`src/rtl/cpu_pkg.sv`:
```
// Shared decode types and encodings for the control pipeline.
// Opcodes are instr[6:2] (the two low bits must read 11).
package cpu_pkg;

  localparam logic [4:0] OP_LOAD   = 5'b00000;
  localparam logic [4:0] OP_IMM    = 5'b00100;
  localparam logic [4:0] OP_AUIPC  = 5'b00101;
  localparam logic [4:0] OP_STORE  = 5'b01000;
  localparam logic [4:0] OP_OP     = 5'b01100;
  localparam logic [4:0] OP_LUI    = 5'b01101;
  localparam logic [4:0] OP_BRANCH = 5'b11000;
  localparam logic [4:0] OP_JALR   = 5'b11001;
  localparam logic [4:0] OP_JAL    = 5'b11011;

  localparam logic [1:0] ALU_OP_ADD    = 2'b00;
  localparam logic [1:0] ALU_OP_BRANCH = 2'b01;
  localparam logic [1:0] ALU_OP_FUNCT  = 2'b10;

  typedef struct packed {
    logic       reg_dst;
    logic       reg_write;
    logic [1:0] alu_op;
    logic       alu_src;
    logic [3:0] mem_write;
    logic       mem_read;
    logic       mem_to_reg;
    logic       branch;
    logic       jump;
    logic [4:0] rd;
  } ctrl_pipe_t;

  localparam ctrl_pipe_t CTRL_BUBBLE = '0;

  // Returns {legal, byte_strobe} for a store funct3.
  function automatic logic [4:0] store_strobe(input logic [2:0] funct3);
    case (funct3)
      3'b000:  store_strobe = 5'b1_0001;
      3'b001:  store_strobe = 5'b1_0011;
      3'b010:  store_strobe = 5'b1_1111;
      default: store_strobe = 5'b0_0000;
    endcase
  endfunction

endpackage

```
`src/rtl/control_pipeline_if.sv`:
```
// Decode-stage bundle: instruction in, decoded control and flags out.
interface control_pipeline_if;
  import cpu_pkg::*;

  logic       valid;
  logic [31:0] instr;
  ctrl_pipe_t ctrl;
  logic       illegal;
  logic       is_branch;
  logic       is_jump;

  modport master (
    output valid, instr,
    input  ctrl, illegal, is_branch, is_jump
  );

  modport slave (
    input  valid, instr,
    output ctrl, illegal, is_branch, is_jump
  );

endinterface

```
`src/rtl/control_decode.sv`:
```
// Combinational instruction decoder; every output is zero unless a valid,
// legal instruction is presented.
module control_decode
  import cpu_pkg::*;
#(
  parameter bit SUPPORT_JUMP = 1'b1
) (
  control_pipeline_if.slave dec
);

  ctrl_pipe_t c;
  logic       ill;
  logic       br;
  logic       jp;
  logic [4:0] st;

  always_comb begin
    c   = CTRL_BUBBLE;
    ill = 1'b0;
    br  = 1'b0;
    jp  = 1'b0;
    st  = store_strobe(dec.instr[14:12]);
    if (dec.instr[1:0] != 2'b11) begin
      ill = 1'b1;
    end else begin
      case (dec.instr[6:2])
        OP_OP: begin
          c.reg_dst    = 1'b1;
          c.reg_write  = 1'b1;
          c.alu_op     = ALU_OP_FUNCT;
          c.mem_to_reg = 1'b1;
        end
        OP_IMM: begin
          c.reg_write  = 1'b1;
          c.alu_op     = ALU_OP_FUNCT;
          c.alu_src    = 1'b1;
          c.mem_to_reg = 1'b1;
        end
        OP_LOAD: begin
          c.reg_write = 1'b1;
          c.alu_op    = ALU_OP_ADD;
          c.alu_src   = 1'b1;
          c.mem_read  = 1'b1;
        end
        OP_STORE: begin
          c.alu_op    = ALU_OP_ADD;
          c.alu_src   = 1'b1;
          c.mem_write = st[3:0];
          ill         = ~st[4];
        end
        OP_BRANCH: begin
          c.alu_op = ALU_OP_BRANCH;
          c.branch = 1'b1;
          br       = 1'b1;
        end
        OP_JAL, OP_JALR: begin
          if (SUPPORT_JUMP) begin
            c.jump      = 1'b1;
            c.reg_write = 1'b1;
            jp          = 1'b1;
          end else begin
            ill = 1'b1;
          end
        end
        OP_LUI, OP_AUIPC: begin
          if (SUPPORT_JUMP) begin
            c.reg_write = 1'b1;
            c.alu_src   = 1'b1;
          end else begin
            ill = 1'b1;
          end
        end
        default: ill = 1'b1;
      endcase
    end

    if (ill) begin
      c  = CTRL_BUBBLE;
      br = 1'b0;
      jp = 1'b0;
    end else begin
      c.rd = dec.instr[11:7];
      // x0 is hardwired: never let a write to it travel down the pipe
      if (c.rd == 5'd0) c.reg_write = 1'b0;
    end

    if (!dec.valid) begin
      c   = CTRL_BUBBLE;
      ill = 1'b0;
      br  = 1'b0;
      jp  = 1'b0;
    end
  end

  assign dec.ctrl      = c;
  assign dec.illegal   = ill;
  assign dec.is_branch = br;
  assign dec.is_jump   = jp;

endmodule

```
`src/rtl/control_pipeline.sv`:
```
// Decode followed by STAGES registered control stages (index 0 = EX), with
// stall, flush and load-use bubble insertion.
module control_pipeline
  import cpu_pkg::*;
#(
  parameter int unsigned STAGES       = 3,
  parameter bit          SUPPORT_JUMP = 1'b1
) (
  input  logic                    clk_i,
  input  logic                    rst_i,
  input  logic                    valid_i,
  input  logic [31:0]             instr_i,
  input  logic                    stall_i,
  input  logic                    flush_i,
  output ctrl_pipe_t [STAGES-1:0] ctrl_o,
  output logic [STAGES-1:0]       valid_o,
  output logic                    is_branch_o,
  output logic                    is_jump_o,
  output logic                    load_use_stall_o,
  output logic                    illegal_o
);

  control_pipeline_if dec_bus ();

  assign dec_bus.valid = valid_i;
  assign dec_bus.instr = instr_i;

  control_decode #(
    .SUPPORT_JUMP(SUPPORT_JUMP)
  ) u_decode (
    .dec(dec_bus)
  );

  ctrl_pipe_t [STAGES-1:0] ctrl_reg;
  ctrl_pipe_t [STAGES-1:0] ctrl_next;
  logic [STAGES-1:0]       valid_reg;
  logic [STAGES-1:0]       valid_next;
  ctrl_pipe_t              ctrl0_next;
  logic                    valid0_next;
  logic                    load_use;

  // A load in EX whose destination feeds the decode instruction must be
  // separated from it by one bubble; upstream holds instr_i meanwhile.
  assign load_use = valid_i && valid_reg[0] && ctrl_reg[0].mem_read &&
                    (ctrl_reg[0].rd != 5'd0) &&
                    ((ctrl_reg[0].rd == instr_i[19:15]) ||
                     (ctrl_reg[0].rd == instr_i[24:20]));

  always_comb begin
    ctrl0_next  = ctrl_reg[0];
    valid0_next = valid_reg[0];
    if (flush_i) begin
      ctrl0_next  = CTRL_BUBBLE;
      valid0_next = 1'b0;
    end else if (!stall_i) begin
      if (load_use || dec_bus.illegal || !valid_i) begin
        ctrl0_next  = CTRL_BUBBLE;
        valid0_next = 1'b0;
      end else begin
        ctrl0_next  = dec_bus.ctrl;
        valid0_next = 1'b1;
      end
    end
  end

  assign ctrl_next[0]  = ctrl0_next;
  assign valid_next[0] = valid0_next;

  // Later stages only look at stall; flush and load-use affect stage 0 alone.
  generate
    for (genvar gi = 1; gi < STAGES; gi++) begin : g_stage
      assign ctrl_next[gi]  = stall_i ? ctrl_reg[gi]  : ctrl_reg[gi-1];
      assign valid_next[gi] = stall_i ? valid_reg[gi] : valid_reg[gi-1];
    end
  endgenerate

  always_ff @(posedge clk_i) begin
    if (rst_i) begin
      ctrl_reg  <= '0;
      valid_reg <= '0;
    end else begin
      ctrl_reg  <= ctrl_next;
      valid_reg <= valid_next;
    end
  end

  assign ctrl_o           = ctrl_reg;
  assign valid_o          = valid_reg;
  assign is_branch_o      = dec_bus.is_branch;
  assign is_jump_o        = dec_bus.is_jump;
  assign illegal_o        = dec_bus.illegal;
  assign load_use_stall_o = load_use;

endmodule
```
`config.mk`:
```
export PLATFORM = sky130hd
export DESIGN_NAME = control_pipeline
export DESIGN_NICKNAME = d
export VERILOG_FILES = /design/src/rtl/cpu_pkg.sv /design/src/rtl/control_pipeline_if.sv /design/src/rtl/control_decode.sv /design/src/rtl/control_pipeline.sv
export SDC_FILE = /design/constraint.sdc
export NUM_CORES = 1
export LEC_CHECK = 0
export ABC_AREA = 1
export CORE_UTILIZATION = 39
export CTS_BUF_LIST = sky130_fd_sc_hd__clkbuf_8
export CTS_CLUSTER_DIAMETER = 40
export DETAILED_ROUTE_END_ITERATION = 6
export PLACE_DENSITY = 0.78
export SYNTH_ARGS = -nofsm -noshare
export SYNTH_HDL_FRONTEND = slang
export SYNTH_SLANG_ARGS = --single-unit
export TNS_END_PERCENT = 20
```
`constraint.sdc`:
```
create_clock -name clk_i -period 1.48 [get_ports clk_i]
set_input_delay 0.296 -clock clk_i [delete_from_list [all_inputs] [get_ports clk_i]]
set_output_delay 0.296 -clock clk_i [all_outputs]
set_load 0.01 [all_outputs]
```
==> reports/qor.txt <==
largest net degree at the start of global routing -> 47
Total Wirelength -> 6.74 mm
Syn Nets -> 360
number of H-tree levels -> 2
final setup vio count -> 20
unrepaired setup endpoints after global routing -> yes
Final #Nets -> 492
worst path cell trace -> buf_6 -> nor2_4 -> nand4_1 -> nand4_1 -> inv_1 -> nand2_2 -> buf_6 -> nand2_4 -> nor2_4 -> buf_6 -> nand2_1 -> a21oi_1
DR pass1 iterations -> 6
final worst setup slack -> -211 ps
Die Y -> 77.6 µm
Antenna Nets Post-Route -> 0
CTS tree -> built
max-cap viol count -> 0
Final HPWL DP -> 4.49 mm
# rows -> 27
post-synthesis cell area -> 2230 µm²
synthesized instance count -> 323
synth unique cells -> 22
Slew Limit Fails -> 0
layout cell share with drive strength beyond 1 -> 30.7%
CP Data Required Time -> 1690 ps
post-layout min period -> 1690 ps
GRT Overall Usage -> 22.2%
DRC viols -> 0
relative slew slack -> 68.7%
CORE AREA -> 5510 µm²
DIE AREA -> 6030 µm²
worst hold path class -> primary input to register
utilization after layout -> 71.6%
Synth area leaders -> dfxtp_1 (46%), nor2_1 (13%), nand2_1 (10%), o21ai_0 (8.1%), a21oi_1 (5.4%)
Ports -> 98
WS Path Type -> register to register
initial antenna violation count -> 0
CTS buffer count -> 5
gr ovfl total -> 0
crit-path max cell delay -> 370 ps
Reg clk slew, reported paths -> 90 ps
CP arrival -> 1900 ps
status -> finished, violations left
dpl ws -> -1040 ps
post-synth top area share -> 45.8%
Max Fclk -> 591 MHz
worst slew pin tran -> 469 ps
Yosys reg bits -> 51
Worst setup EP type -> register
CTS Hold Bufs -> 0
Port Buffers -> 90
Vias -> 2,497
initial core utilization -> 40.5%
CP Max Fanout -> 6
Max clock buf depth -> 2
LEAKAGE -> 2.12 nW
Worst-Skew Late Latency -> 300 ps
vias per cell -> 4.73
failing checks -> negative setup slack
sequential fraction of the synthesis area -> 45.8%
starting DRC count in detailed routing -> 153
Setup Skew -> 4.95 ps
antenna cell count -> 0
Die X -> 77.6 µm
Critical-path top delay cell -> dfxtp_4
leading area contributor after synthesis -> dfxtp_1
CP Launch Type -> register
Clock Sinks -> 51
RePlAce Congestion -> 0.824
drt wl/cell -> 12.8 µm
VDD IR max -> 0.650 mV
Root Driver -> clkbuf_8
most frequent cell on the critical path -> buf_6
pwr dens -> 770 nW/µm²
mean instance size in the synthesized netlist -> 6.91 µm²
first-pass GRT wire length -> 10.7 mm
Synth Warn # -> 0
vias in the first global route -> 2,384
area grow syn2layout -> 76.8%
Final Hold Fails -> 0
Final Cycle Share -> 114%
[cells in the final DEF, fill, tap and decap left out, types with 8 or more instances in the layout]
cell type	instances
buf_4	43
buf_6	13
inv_1	17
o21ai_0	35
nor2_1	69
a21oi_1	13
nor2_4	10
clkdlybuf4s50_1	11
nand2_1	45
dfxtp_1	45
nand2_4	8
dlymetal6s2s_1	12
a21oi_2	11
inv_2	9
nand2_2	14
dlygate4sd2_1	57
[per-layer routing]
layer	share of wire, %	GRT usage [%]
met5	0	0
met1	42	25.3
met4	2.7	9.62
met3	3.5	4.12
met2	52	40.2
[state kept, by name, indices dropped and copies added, names as in the netlist]
signal,count
ctrl_o,48
valid_o,3
[cells by family after synthesis]
| kind of cell | count (synthesis) | share of synthesized area [%] |
|---|---|---|
| buf+inv | 48 | 9.42 |
| flops | 51 | 45.8 |
| compound gates | 61 | 13.8 |
| simple gates | 161 | 30.2 |
| xor+xnor | 2 | 0.785 |
[area by class of cell]
class,count,area (µm²)
well taps,72,90.1
inverters,27,106
clock buffers,5,68.8
multi-input cells,224,1180
fillers,439,1560
flip-flops and latches,51,1040
clock inverters,3,63.8
repair buffers,146,1400
[where the power goes]
group	internal [mW]	total (mW)	leakage, nW	switching, mW
clock	0.669	1.11	0.0695	0.441
sequential	1.42	1.45	0.421	0.0291
combinational	0.238	0.480	1.63	0.241
total	2.32	3.04	2.12	0.711
[synth_stat cells]
cell / number
nand2_1: 62
dfxtp_1: 51
nand2_4: 1
buf_4: 6
buf_1: 1
buf_6: 1
or2_2: 1
o211ai_1: 1
inv_1: 26
nor4_1: 1
nand3_1: 6
nor2_2: 1
o21ai_0: 36
inv_2: 1
a21oi_1: 24
nand2_2: 4
xnor2_1: 2
nand4_1: 2
nor3_1: 2
nor2_1: 77
nor2_4: 4
clkbuf_1: 13
[path summary, 6_finish.rpt]
check | from | slack (ps) | to | cells after the start
worst max-delay path | ctrl_o[1] | -210 | ctrl_o[2] | 12
worst max register to register | ctrl_o[1] | -210 | ctrl_o[2] | 12
worst min register to register | ctrl_o[46] | 480 | ctrl_o[46] | 2
worst min-delay path | instr_i[5] | 400 | ctrl_o[17] | 4
[per-stage QoR]
step	hold WS (ps)	TNS (ps)	instances	area, µm²	total power, mW
finish	402	-3140	528	3940	3.04
global route	403	-5000	528	3940	3.17
CTS	395	-1940	525	3800	3.04
detailed placement	472	-14990	500	3440	1.95
global placement	461	-12710	500	3440	1.94
floorplan	439	0	323	2240	1.68
[critical path, delay by kind of cell (launching register included)]
| family | cells | cell delay (ps) |
|---|---|---|
| DFF | 1 | 370 |
| buffers and inverters | 4 | 450 |
| and+or+nand+nor | 7 | 630 |
| AOI/OAI and AO/OA | 1 | 160 |
[timing repair]
action,in CTS,in global routing
setup endpoints to repair,66,32
pin swaps,34,20
gates cloned,1,0
endpoints found under the hold margin,0,0
gates resized for setup,160,39
setup buffers,16,3
No activity file was read; power rests on OpenSTA's default activity.
